--- src/rtl/uart8_receiver.sv ---
`default_nettype none
// ============================================================================
// Module   : uart8_receiver
// Brief    : 8N1 UART receiver, oversampled by an external en tick strobe.
// Revision : 1.0 - initial release
// ============================================================================
module uart8_receiver #(
    parameter int OVERSAMPLE = 16
) (
    input  logic       clk,
    input  logic       rst,
    input  logic       en,
    input  logic       in,
    output logic [7:0] out,
    output logic       done,
    output logic       busy,
    output logic       err
);

    localparam int CW = $clog2(OVERSAMPLE);
    localparam logic [CW-1:0] HALF_M1 = CW'(OVERSAMPLE / 2 - 1);
    localparam logic [CW-1:0] FULL_M1 = CW'(OVERSAMPLE - 1);

    localparam logic [2:0] IDLE      = 3'd0;
    localparam logic [2:0] START_BIT = 3'd1;
    localparam logic [2:0] DATA_BITS = 3'd2;
    localparam logic [2:0] STOP_BIT  = 3'd3;
    localparam logic [2:0] WAIT_HIGH = 3'd4;

    logic          sync1_q, sync2_q;
    logic          rx_s;
    logic [2:0]    state_q, state_d;
    logic [CW-1:0] cnt_q, cnt_d;
    logic [2:0]    bit_q, bit_d;
    logic [7:0]    shift_q, shift_d;
    logic [7:0]    out_q, out_d;
    logic          done_q, done_d;
    logic          busy_q, busy_d;
    logic          err_q, err_d;

    assign rx_s = sync2_q;

    always_comb begin
        state_d = state_q;
        cnt_d   = cnt_q;
        bit_d   = bit_q;
        shift_d = shift_q;
        out_d   = out_q;
        busy_d  = busy_q;
        done_d  = 1'b0;
        err_d   = 1'b0;
        if (en) begin
            case (state_q)
                IDLE: begin
                    if (!rx_s) begin
                        state_d = START_BIT;
                        cnt_d   = '0;
                        busy_d  = 1'b1;
                    end
                end
                START_BIT: begin
                    // Mid-bit recheck rejects short glitches on the line.
                    if (cnt_q == HALF_M1) begin
                        cnt_d = '0;
                        if (!rx_s) begin
                            state_d = DATA_BITS;
                            bit_d   = 3'd0;
                        end else begin
                            state_d = IDLE;
                            busy_d  = 1'b0;
                        end
                    end else begin
                        cnt_d = cnt_q + CW'(1);
                    end
                end
                DATA_BITS: begin
                    if (cnt_q == FULL_M1) begin
                        shift_d = {rx_s, shift_q[7:1]};
                        cnt_d   = '0;
                        bit_d   = bit_q + 3'd1;
                        if (bit_q == 3'd7) begin
                            state_d = STOP_BIT;
                        end
                    end else begin
                        cnt_d = cnt_q + CW'(1);
                    end
                end
                STOP_BIT: begin
                    if (cnt_q == FULL_M1) begin
                        cnt_d  = '0;
                        done_d = 1'b1;
                        busy_d = 1'b0;
                        if (rx_s) begin
                            out_d   = shift_q;
                            state_d = IDLE;
                        end else begin
                            err_d   = 1'b1;
                            state_d = WAIT_HIGH;
                        end
                    end else begin
                        cnt_d = cnt_q + CW'(1);
                    end
                end
                WAIT_HIGH: begin
                    // A held-low line (break) must not look like a new start bit.
                    if (rx_s) begin
                        state_d = IDLE;
                    end
                end
                default: begin
                    state_d = IDLE;
                    busy_d  = 1'b0;
                end
            endcase
        end
    end

    always_ff @(posedge clk) begin
        if (rst) begin
            sync1_q <= 1'b1;
            sync2_q <= 1'b1;
            state_q <= IDLE;
            cnt_q   <= '0;
            bit_q   <= 3'd0;
            shift_q <= 8'h00;
            out_q   <= 8'h00;
            done_q  <= 1'b0;
            busy_q  <= 1'b0;
            err_q   <= 1'b0;
        end else begin
            sync1_q <= in;
            sync2_q <= sync1_q;
            state_q <= state_d;
            cnt_q   <= cnt_d;
            bit_q   <= bit_d;
            shift_q <= shift_d;
            out_q   <= out_d;
            done_q  <= done_d;
            busy_q  <= busy_d;
            err_q   <= err_d;
        end
    end

    assign out  = out_q;
    assign done = done_q;
    assign busy = busy_q;
    assign err  = err_q;

endmodule
`default_nettype wire

--- config.mk ---
export PLATFORM = sky130hd
export DESIGN_NAME = uart8_receiver
export DESIGN_NICKNAME = d
export VERILOG_FILES = /design/src/rtl/uart8_receiver.sv
export SDC_FILE = /design/constraint.sdc
export NUM_CORES = 1
export LEC_CHECK = 0
export BUFFER_PORTS_ARGS = -buffer_cell sky130_fd_sc_hd__clkbuf_2
export CORE_UTILIZATION = 57
export CTS_CLUSTER_DIAMETER = 40
export DETAILED_ROUTE_END_ITERATION = 6
export MAX_ROUTING_LAYER = met4
export PLACE_DENSITY = 0.78
export SETUP_SLACK_MARGIN = 0.05
export SYNTH_ARGS = -nofsm -noshare
export SYNTH_HDL_FRONTEND = slang
export SYNTH_SLANG_ARGS = --single-unit
--- constraint.sdc ---
create_clock -name clk -period 1.95 [get_ports clk]
set_input_delay 0.39 -clock clk [delete_from_list [all_inputs] [get_ports clk]]
set_output_delay 0.39 -clock clk [all_outputs]
set_load 0.01 [all_outputs]
Word level (Yosys, flattened, before mapping)
Cells that the tools add are included.
{"block": "totals", "regBits": 31, "inputBits": 4, "output_inout_bits": 11}
{"block": "classes", "n_addsub": 2, "n_eq_ne": 15, "n_mux": 24, "bitwise": 4, "reduce_logical": 13}
{"cell": "$mux W3", "n": 10}
{"cell": "$ne A2 B2 Y1 const B", "n": 8}
{"cell": "$pmux W3 S5", "n": 1}
{"cell": "$mux W4", "n": 3}
{"cell": "$pmux W4 S3", "n": 1}
{"cell": "$reduce_and A7 Y1", "n": 1}
{"cell": "$eq A3 B2 Y1 const B", "n": 2}
{"cell": "$eq A3 B3 Y1 const B", "n": 2}
{"cell": "$mux W1", "n": 6}
{"cell": "$pmux W3 S2", "n": 1}
{"cell": "$reduce_and A3 Y1", "n": 2}
{"cell": "$reduce_and A6 Y1", "n": 1}
{"cell": "$reduce_and A5 Y1", "n": 1}
{"cell": "$add A4 B1 Y4 const B", "n": 1}
{"cell": "$eq A4 B3 Y1 const B", "n": 1}
{"cell": "$eq A4 B4 Y1 const B", "n": 1}
{"cell": "$not A1 Y1", "n": 4}
{"cell": "$pmux W1 S4", "n": 1}
{"cell": "$reduce_and A4 Y1", "n": 1}
{"cell": "$reduce_or A2 Y1", "n": 2}
{"cell": "$reduce_or A4 Y1", "n": 1}
{"cell": "$add A3 B1 Y3 const B", "n": 1}
{"cell": "$eq A3 B1 Y1 const B", "n": 1}
{"cell": "$logic_not A3 Y1", "n": 1}
{"cell": "4 further kinds", "n": 4}

Logic depth before layout (Yosys ltp)
Gate-level depths: netlist (run 1).
{"block": "logic_depth", "word_depth": 4, "depth_mapped": 6, "depth_no_buf": 6}

Least setup slack after synthesis (run 1)
Ideal clock, no wire load.
{"block": "synth_path", "kind": "reg-to-reg", "start": "register cnt_q[0]", "end": "register shift_q[1]", "arrival_time_ns": 1.591, "required_time_ns": 1.822, "path_slack_ns": 0.231, "path_stages_with_launch": 7, "n_path_buf": 1, "synth_period_minus_slack_ns": 1.719, "path_cell_list": "dfxtp_1 ha_1 nand4_1 nor4b_2 buf_4 mux2i_1 nor2_1"}
{"block": "synth_between", "elab_chain_cells": 2}
{"item": "start, declared", "line_no": "33", "text": "logic [CW-1:0] cnt_q, cnt_d;"}
{"item": "start signal, assigned", "line_no": "134", "text": "cnt_q <= cnt_d;"}
{"item": "$eq A4 B4 Y1", "line_no": "77", "text": "if (cnt_q == FULL_M1) begin"}
{"item": "$reduce_and A3 Y1 (no source line)"}
{"item": "end signal, assigned", "line_no": "136", "text": "shift_q <= shift_d;"}
{"item": "end, declared", "line_no": "35", "text": "logic [7:0] shift_q, shift_d;"}
Every way passes these cells.
A chain may end at the register's enable or synchronous reset.

Worst setup path in the final report (run 1)
{"block": "layout_path", "start": "register cnt_q[0]", "end": "register out_q[5] (netlist: out[5])"}
{"block": "layout_between", "elab_chain_cells": 2}
{"item": "$eq A4 B4 Y1", "line_no": "89", "text": "if (cnt_q == FULL_M1) begin"}
{"item": "$reduce_and A4 Y1 (no source line)"}
{"item": "end signal, assigned", "line_no": "137", "text": "out_q <= out_d;"}
{"item": "end, declared", "line_no": "36", "text": "logic [7:0] out_q, out_d;"}
Every way passes these cells.

==> results by group, run 1 <==
Status
  – Status: complete, no violations

Die
  – Core Area: between 2000 and 2500 sq um
  – Die Y: 52.3 um
  – Starting Density: a little over three fifths
  – I/O pin total: 15
  – Die width: about 52 um
  – Die ar.: 2740 sq um
  – Cell Rows: 17

Drt
  – Detail-routed via count per cell: 5.95
  – First DRT Iteration DRCs: 30
  – Drt drc: 0
  – DRT Wirelength: 2.91 mm
  – DR pass1 iterations: 4
  – Vias: 1161
  – WL met3: 123 um
  – Met2 Wirelength: 1.39 mm
  – Met1 Wirelength: about 1.4 mm
  – Post-route ant nets: 0
  – DR WL/cell: around 15 um
  – Max Used Layer: met4

Clock network
  – Clk_lat worst skew: approximately 310 ps
  – Max Buffers Root-to-Sink: 2
  – CTS Hold Bufs: 0
  – Worst-path clk slew: 100 ps
  – CTS tree: done
  – Root buf cell: clkbuf_4
  – H-tree depth: 2
  – Clk sinks: 31
  – Clock buffer count from CTS: 5

Layout
  – Fillers: 175
  – Layout cells sized above 1: a little over a quarter
  – Utilization after layout: just over 70%
  – Most common cell after layout, fill and taps aside: dfxtp_1
  – ANT cells: 0
  – Reg area: between 600 and 700 sq um
  – Final #Nets: 173
  – Multi-input gate area: 751 sq um
  – Most frequent cells in the layout: dfxtp_1 (31), nor2_1 (24), mux2i_1 (17)
  – Final cell count without fillers: 195
  – Area growth syn-to-layout: 14.5%

STA
  – Unrepaired setup endpoints after global routing: no
  – Pins Over Slew Limit: 0
  – Final hold vios: 0
  – Worst Skew: between 10 and 15 ps
  – Worst-Margin Slew: a little under 600 ps
  – Hold Worst Slack: 259 ps
  – Slew headroom: 60.4%
  – Total negative slack: 0 ps
  – # setup viols final: 0
  – Final period util: 92.5%
  – Minimum clock period: 1800 ps
  – Fmax: 554 MHz

Setup path
  – Origin of the critical flop-to-flop path: cnt_q[0]
  – Arrival @ worst endpoint: 2000 ps
  – Crit path launch: cnt_q[0]
  – CP max stage delay: 420 ps
  – Critical Path Sink: out[5]
  – WP buf/inv: 2
  – CP Max Fanout: 8
  – Crit path cell chain: ha_4, nand4_1, buf_4, nor3_4, buf_4, mux2i_1, nor2_1
  – CP top delay family: flip-flops
  – Critical path endpoint category: flip-flop
  – Worst path slowest cell: dfxtp_1
  – CP Class: flip-flop to flip-flop
  – CP Launch Type: flip-flop
  – R2R Path End: out[5]
  – Worst R2R Path Depth: 7
  – WP depth: 7
  – Crit path required time: 2140 ps
  – R2R setup slack: 150 ps
  – CP most frequent cell: buf_4

Global route
  – Vias in the first global route: between 1000 and 1500
  – Grt total ovfl: 0
  – Initial antenna violation count: 0
  – Largest net degree at the start of global routing: 24
  – GRT Total Usage: 24.4%
  – First-pass GRT wire length: 4.77 mm

Synthesis
  – Cell variety after synth: 48
  – Synth Instances: 146
  – Netlist Area Pre-Place: 1440 sq um
  – Number of enable flip-flop cells after synthesis: 0
  – Post-synth net total: 153
  – Synthesized area per cell: 9.89 sq um
  – Sequential fraction of the synthesis area: 43.0%
  – Yosys reg bits: 31
  – Top_reg_cell synth: dfxtp_1
  – Synth warn: 0
  – Ys async rst share: 0%

Pwr
  – Switching Share: 24.8%
  – Combinational Power Share: 11.7%
  – Peak supply drop: 777 uV
  – Leakage: 0.659 nW
  – Internal: 1.01 mW
  – Pwr per Cell Area: between 800 and 900 nW/um^2
  – Seq pwr share: 49.9%
  – Net Switching: 0.334 mW
  – Clock network power share: 38.4%

Placed design
  – Placed cell count: 185
  – GP Congestion: 0.916
  – PortBufs: 14
  – DP HPWL: ~1.9 mm

Hold path
  – Hold Path Origin: in
  – Worst hold path class: input pin to flip-flop

Flow run
  – Max-Cap Viols: 0
## worst min path at each step
stage	end	slack, ps	cells past startpoint
after floorplan	rx_s	390	1
after global placement	rx_s	390	1
after detailed placement	rx_s	400	1
after CTS	sync1_q	250	2
after global routing	sync1_q	240	2
final	sync1_q	260	2
## stage by stage
step	worst slack [ps]	area (sq um)	total power, mW
3_3_place_gp	178	1540	0.832
6_report	146	1650	1.35
2_1_floorplan	231	1440	0.795
4_1_cts	93.9	1630	1.35
3_5_place_dp	86.5	1540	0.836
5_1_grt	33.9	1650	1.41
## flip-flops by register name, indices dropped and copies added (netlist names)
signal and flops:
out 8, shift_q 8, cnt_q 4, bit_q 3, state_q 3, busy 1
done 1, err 1, rx_s 1, sync1_q 1
## layer usage
layer / global-route usage (%) / vias up
met3: 7.54 / 2
met1: 28.9 / 568
met2: 39.2 / 28
li1: - / 563
met4: 7.89 / 0
met5: - / -
## cell type report
type	instances	share of cell area [%]
sequential	31	37.5
clock inverter	2	2.12
timing repair buffer	23	8.33
clock buffer	6	3.10
inverter	6	1.36
tap	28	2.12
multi-input combinational	99	45.4
## synthesized netlist by cell type, drive strengths merged, types with 2 or more instances
master,n,area share [%]
dfxtp,31,43
nor2,25,6.7
mux2i,17,12
buf,7,3.6
inv,6,1.6
o21ai,5,1.7
nor2b,4,1.7
a21oi,3,1.0
clkbuf,3,0.78
ha,3,2.6
nand2,3,0.78
nor3,3,1.8
o41ai,3,2.9
a22oi,2,1.0
a32o,2,1.4
nand3,2,0.69
nand4,2,0.87
nor4b,2,1.6
o211ai,2,1.0
o311ai,2,1.2
or2,2,0.87
## power groups by stage
stage | Sequential, mW | Combinational, mW | Clock [mW]
CTS | 0.670 | 0.155 | 0.528
global route | 0.675 | 0.170 | 0.570
global placement | 0.684 | 0.148 | 0
finish | 0.672 | 0.158 | 0.517
detailed placement | 0.685 | 0.151 | 0
floorplan | 0.673 | 0.122 | 0
## repair_timing
| action | 4_1_cts | 5_1_grt |
|---|---|---|
| endpoints found under the setup margin | 0 | 15 |
| setup buffers | 0 | 2 |
| hold endpoints to repair | 0 | 0 |
| gates resized for setup | 0 | 2 |
## cells by family after synthesis
kind of cell             Yosys count  synth area share [%]
multiplexers                      17                  11.8
XOR/XNOR                           1                 0.607
flip-flops                        31                  43.0
AO/OA/AOI/OAI                     26                  14.8
AND/OR/NAND/NOR                   52                  21.3
buffers and inverters             16                  5.89
adder cells (fa/ha/maj)            3                  2.60
Power figures use the tool's default switching activity.
==> run 2, diff against run 1 <==
==> constraint.sdc (replaced) <==
create_clock -name clk -period 1.95 [get_ports clk]
set_input_delay 0.4875 -clock clk [delete_from_list [all_inputs] [get_ports clk]]
set_output_delay 0.4875 -clock clk [all_outputs]
set_load 0.01 [all_outputs]
==> results by group, run 2 (synthesized netlist as in run 1, its figures left out) <==
Die
  – Die ar.: 2740 sq um (unchanged)
  – Starting Density: 62.9% (unchanged)
  – Die Y: 52.3 um (unchanged)
  – Cell Rows: 17 (unchanged)
  – Core Area: 2300 sq um (unchanged)
  – Die width: 52.3 um (unchanged)
  – I/O pin total: 15 (unchanged)

Global route
  – Vias in the first global route: 1055 (was 1090)
  – Initial antenna violation count: 0 (unchanged)
  – Largest net degree at the start of global routing: 21 (was 24)
  – Grt total ovfl: 0 (unchanged)
  – GRT Total Usage: 24.3% (was 24.4%)
  – First-pass GRT wire length: 4.64 mm (was 4.77 mm)

Drt
  – Drt drc: 0 (unchanged)
  – DR pass1 iterations: 5 (was 4)
  – DR WL/cell: 15.3 um (was 14.9 um)
  – DRT Wirelength: 2.95 mm (was 2.91 mm)
  – Post-route ant nets: 0 (unchanged)
  – First DRT Iteration DRCs: 21 (was 30)
  – Vias: 1163 (was 1161)
  – Detail-routed via count per cell: 6.03 (was 5.95)

Setup path
  – Critical path endpoint category: flip-flop (unchanged)
  – Arrival @ worst endpoint: 2050 ps (was 2000 ps)
  – CP Class: flip-flop to flip-flop (unchanged)
  – R2R setup slack: 140 ps (was 150 ps)
  – Crit path required time: 2180 ps (was 2140 ps)
  – Crit path launch: bit_q[0] (was cnt_q[0])
  – Origin of the critical flop-to-flop path: bit_q[0] (was cnt_q[0])
  – CP Max Fanout: 4 (was 8)
  – CP Launch Type: flip-flop (unchanged)

Clock network
  – Clock buffer count from CTS: 5 (unchanged)
  – CTS tree: done (unchanged)
  – Worst-path clk slew: 90 ps (was 100 ps)
  – Clk sinks: 31 (unchanged)
  – Max Buffers Root-to-Sink: 2 (unchanged)
  – Root buf cell: clkbuf_4 (unchanged)
  – H-tree depth: 2 (unchanged)
  – Clk_lat worst skew: 330 ps (was 310 ps)

Layout
  – ANT cells: 0 (unchanged)
  – Most common cell after layout, fill and taps aside: dfxtp_1 (unchanged)
  – Layout cells sized above 1: 26.1% (was 26.3%)
  – Final #Nets: 172 (was 173)
  – Area growth syn-to-layout: 13.9% (was 14.5%)
  – Most frequent cells in the layout: dfxtp_1 (30), nor2_1 (24), mux2i_1 (17) (was dfxtp_1 (31), nor2_1 (24), mux2i_1 (17))
  – Final cell count without fillers: 193 (was 195)

STA
  – Final hold vios: 0 (unchanged)
  – Fmax: 552 MHz (was 554 MHz)
  – Worst-Margin Slew: 574 ps (was 594 ps)
  – Worst Skew: 7.55 ps (was 11.4 ps)
  – Slew headroom: 61.7% (was 60.4%)
  – Unrepaired setup endpoints after global routing: no (unchanged)
  – Final period util: 92.9% (was 92.5%)
  – Minimum clock period: 1810 ps (was 1800 ps)
  – # setup viols final: 0 (unchanged)
  – Total negative slack: 0 ps (unchanged)
  – Pins Over Slew Limit: 0 (unchanged)

Pwr
  – Leakage: 0.666 nW (was 0.659 nW)
  – Pwr per Cell Area: 795 nW/um^2 (was 815 nW/um^2)
  – Peak supply drop: 826 uV (was 777 uV)

Status
  – Status: complete, no violations (unchanged)

Placed design
  – GP Congestion: 0.912 (was 0.916)
  – Placed cell count: 185 (unchanged)
  – DP HPWL: 1.91 mm (was 1.90 mm)
  – PortBufs: 14 (unchanged)

Hold path
  – Worst hold path class: input pin to flip-flop (unchanged)
  – Hold Path Origin: in (unchanged)

Flow run
  – Max-Cap Viols: 0 (unchanged)
[run 2: final cells by class]
class / instances / area (sq um)
Tap cell: 28 / 35.0
Sequential cell: 31 / 622
Clock inverter: 1 / 30.0
Fill cell: 182 / 653
Inverter: 6 / 22.5
Timing Repair Buffer: 22 / 130
Multi-Input combinational cell: 99 / 763
Clock buffer: 6 / 41.3
[run 2: power breakdown]
group / switching (mW) / total [mW] / internal (mW)
Combinational: 0.0963 / 0.161 / 0.0649
Clock: 0.211 / 0.475 / 0.264
Sequential: 0.0249 / 0.671 / 0.646
Total: 0.332 / 1.31 / 0.975
[run 2: layer usage]
metal,track usage [%],wire length [um],vias to the layer above
met1,29.8,1390,560
li1,-,-,563
met2,35.9,1370,33
met3,8.70,133,7
met5,-,0,-
met4,10.5,49,0
[run 2: stage by stage]
stage | power [mW] | instance area, sq um | setup WS [ps] | utilization [%] | hold slack [ps]
floorplan | 0.795 | 1440 | 231 | - | 389
global placement | 0.832 | 1540 | 190 | 67.0 | 395
detailed placement | 0.836 | 1540 | 98.0 | 67.0 | 402
CTS | 1.31 | 1610 | 58.7 | 70.1 | 330
global route | 1.36 | 1640 | 51.6 | 71.6 | 320
finish | 1.31 | 1640 | 138 | 71.6 | 340
[run 2: path summary, 6_finish.rpt]
check,endpoint,cells after the start
max reg2reg,state_q[2],6
max,state_q[2],6
min,sync1_q,2
min reg2reg,rx_s,1
[run 2: repair_timing]
item | CTS | global route
resized for setup | 0 | 5
buffers inserted | 0 | 1
hold buffers | 0 | 0
endpoints found under the setup margin | 0 | 14
[run 2: worst max-delay path: stages, from the launching register on]
cell and delay [ps]:
dfxtp_2 350, ha_1 150, ha_1 150, nand4_1 100, a32o_2 310, or3_4 370
o41ai_4 290
==> run 3, diff against run 2 <==
--- a/config.mk
+++ b/config.mk
@@ -7,8 +7,7 @@
 export LEC_CHECK = 0
-export BUFFER_PORTS_ARGS = -buffer_cell sky130_fd_sc_hd__clkbuf_2
-export CORE_UTILIZATION = 57
+export CORE_UTILIZATION = 26
 export CTS_CLUSTER_DIAMETER = 40
 export DETAILED_ROUTE_END_ITERATION = 6
+export DONT_BUFFER_PORTS = 1
 export MAX_ROUTING_LAYER = met4
-export PLACE_DENSITY = 0.78
 export SETUP_SLACK_MARGIN = 0.05
==> constraint.sdc (replaced) <==
create_clock -name clk -period 1.95 [get_ports clk]
set_input_delay 0.0975 -clock clk [delete_from_list [all_inputs] [get_ports clk]]
set_output_delay 0.0975 -clock clk [all_outputs]
set_load 0.01 [all_outputs]
==> results by group, run 3 (synthesized netlist as in run 1, its figures left out) <==
Setup path
  – R2R setup slack: 160 ps (was 140 ps)
  – R2R Path End: state_q[1] (was state_q[2])
  – Worst R2R Path Depth: 4 (was 6)
  – Arrival @ worst endpoint: 1960 ps (was 2050 ps)
  – CP Class: flip-flop to flip-flop (unchanged)
  – CP Max Fanout: 10 (was 4)
  – Critical path endpoint category: flip-flop (unchanged)
  – Origin of the critical flop-to-flop path: state_q[1] (was bit_q[0])
  – Crit path required time: 2120 ps (was 2180 ps)
  – CP Launch Type: flip-flop (unchanged)

STA
  – Slew headroom: 25.6% (was 61.7%)
  – Pins Over Slew Limit: 0 (unchanged)
  – Total negative slack: 0 ps (unchanged)
  – Minimum clock period: 1790 ps (was 1810 ps)
  – Final period util: 91.7% (was 92.9%)
  – Final hold vios: 0 (unchanged)
  – Worst setup margin: 161 ps (was 138 ps)
  – Worst Skew: 7.42 ps (was 7.55 ps)
  – Unrepaired setup endpoints after global routing: no (unchanged)
  – Worst-Margin Slew: 1110 ps (was 574 ps)
  – # setup viols final: 0 (unchanged)
  – Fmax: 559 MHz (was 552 MHz)
  – Hold Worst Slack: 35.2 ps (was 340 ps)

Clock network
  – CTS tree: done (unchanged)
  – Worst-path clk slew: 60 ps (was 90 ps)
  – Max Buffers Root-to-Sink: 2 (unchanged)
  – Clk_lat worst skew: 280 ps (was 330 ps)
  – Root buf cell: clkbuf_8 (was clkbuf_4)
  – Clk sinks: 31 (unchanged)
  – H-tree depth: 2 (unchanged)
  – Clock buffer count from CTS: 5 (unchanged)

Pwr
  – Net Switching: 0.361 mW (was 0.332 mW)
  – Clock network power share: 43.0% (was 36.3%)
  – Peak supply drop: 557 uV (was 826 uV)
  – Leakage: 0.630 nW (was 0.666 nW)
  – Combinational Power Share: 10.7% (was 12.3%)
  – Internal: 1.10 mW (was 0.975 mW)
  – Switching Share: 24.8% (was 25.4%)
  – Seq pwr share: 46.3% (was 51.3%)
  – Pwr per Cell Area: 859 nW/um^2 (was 795 nW/um^2)

Layout
  – Layout cells sized above 1: 21.0% (was 26.1%)
  – Final #Nets: 163 (was 172)
  – Multi-input gate area: 752 sq um (was 763 sq um)
  – Most frequent cells in the layout: dfxtp_1 (31), nor2_1 (24), mux2i_1 (17) (was dfxtp_1 (30), nor2_1 (24), mux2i_1 (17))
  – Area growth syn-to-layout: 17.6% (was 13.9%)
  – Fillers: 529 (was 182)
  – Reg area: 621 sq um (was 622 sq um)
  – Most common cell after layout, fill and taps aside: dfxtp_1 (unchanged)
  – ANT cells: 0 (unchanged)
  – Utilization after layout: 32.4% (was 71.6%)

Die
  – Die ar.: 5860 sq um (was 2740 sq um)
  – Core Area: 5240 sq um (was 2300 sq um)
  – Starting Density: 27.6% (was 62.9%)
  – Die Y: 76.5 um (was 52.3 um)
  – I/O pin total: 15 (unchanged)
  – Cell Rows: 26 (was 17)
  – Die width: 76.5 um (was 52.3 um)

Placed design
  – PortBufs: 0 (was 14)
  – Pre-CTS setup slack: 130 ps (was 98.0 ps)
  – GP Congestion: 0.829 (was 0.912)
  – DP HPWL: 1.90 mm (was 1.91 mm)

Global route
  – Largest net degree at the start of global routing: 30 (was 21)
  – Vias in the first global route: 980 (was 1055)
  – Grt total ovfl: 0 (unchanged)
  – Initial antenna violation count: 0 (unchanged)
  – First-pass GRT wire length: 4.63 mm (was 4.64 mm)
  – GRT Total Usage: 10.2% (was 24.3%)

Hold path
  – Hold Path Origin: rst (was in)
  – Hold path endpoint: state_q[1] (was sync1_q)
  – Worst hold path class: input pin to flip-flop (unchanged)
  – Min-Delay Path Depth: 2 (unchanged)

Drt
  – First DRT Iteration DRCs: 54 (was 21)
  – Post-route ant nets: 0 (unchanged)
  – Drt drc: 0 (unchanged)
  – Vias: 1052 (was 1163)
  – DR pass1 iterations: 4 (was 5)
  – DRT Wirelength: 2.86 mm (was 2.95 mm)
  – Detail-routed via count per cell: 4.63 (was 6.03)
  – DR WL/cell: 12.6 um (was 15.3 um)

Status
  – Status: complete, no violations (unchanged)

Flow run
  – Max-Cap Viols: 0 (unchanged)
-- run 3: power groups by stage --
stage	Combinational (mW)	Clock, mW	Sequential (mW)
floorplan	0.122	0	0.673
global placement	0.140	0	0.688
detailed placement	0.141	0	0.689
CTS	0.154	0.648	0.674
global route	0.166	0.682	0.676
finish	0.156	0.627	0.675
-- run 3: timing repair --
action / CTS / global route
hold endpoints to repair: 29 / 0
gates resized for setup: 0 / 3
endpoints found under the setup margin: 0 / 19
setup buffers: 0 / 1
hold buffers: 2 / 0
-- run 3: cell type report --
| type | instances | share of cell area, % |
|---|---|---|
| Tap cell | 70 | 5.16 |
| Sequential cell | 31 | 36.6 |
| Clock buffer | 5 | 4.05 |
| Clock inverter | 3 | 2.58 |
| Inverter | 6 | 1.33 |
| Multi-Input combinational cell | 99 | 44.3 |
| Timing Repair Buffer | 13 | 6.04 |
-- run 3: through the flow --
| stage | power [mW] | instances | area [sq um] |
|---|---|---|---|
| floorplan | 0.795 | 146 | 1440 |
| global placement | 0.828 | 216 | 1540 |
| detailed placement | 0.830 | 216 | 1540 |
| CTS | 1.48 | 226 | 1680 |
| global route | 1.52 | 227 | 1700 |
| finish | 1.46 | 227 | 1700 |
-- run 3: how the worst max path moves through the flow --
stage | start | to | slack (ps)
final | state_q[1] | state_q[1] | 160
after global routing | bit_q[0] | state_q[2] | 60
after CTS | cnt_q[0] | shift_q[7] | 60
after detailed placement | cnt_q[0] | state_q[1] | 130
after global placement | cnt_q[0] | shift_q[2] | 170
after floorplan | cnt_q[0] | shift_q[1] | 230
-- run 3: critical path: stages (launching register included) --
cell      delay (ps)
dfxtp_1          560
xnor2_1          180
a311oi_2         220
or3_4            460
a32o_1           260
-- run 3: routing by layer --
layer	vias up	wire [um]	global-route usage (%)
met2	19	1270	14.6
li1	544	-	-
met1	486	1410	13.0
met3	3	157	4.19
met5	-	0	-
met4	0	30	3.46
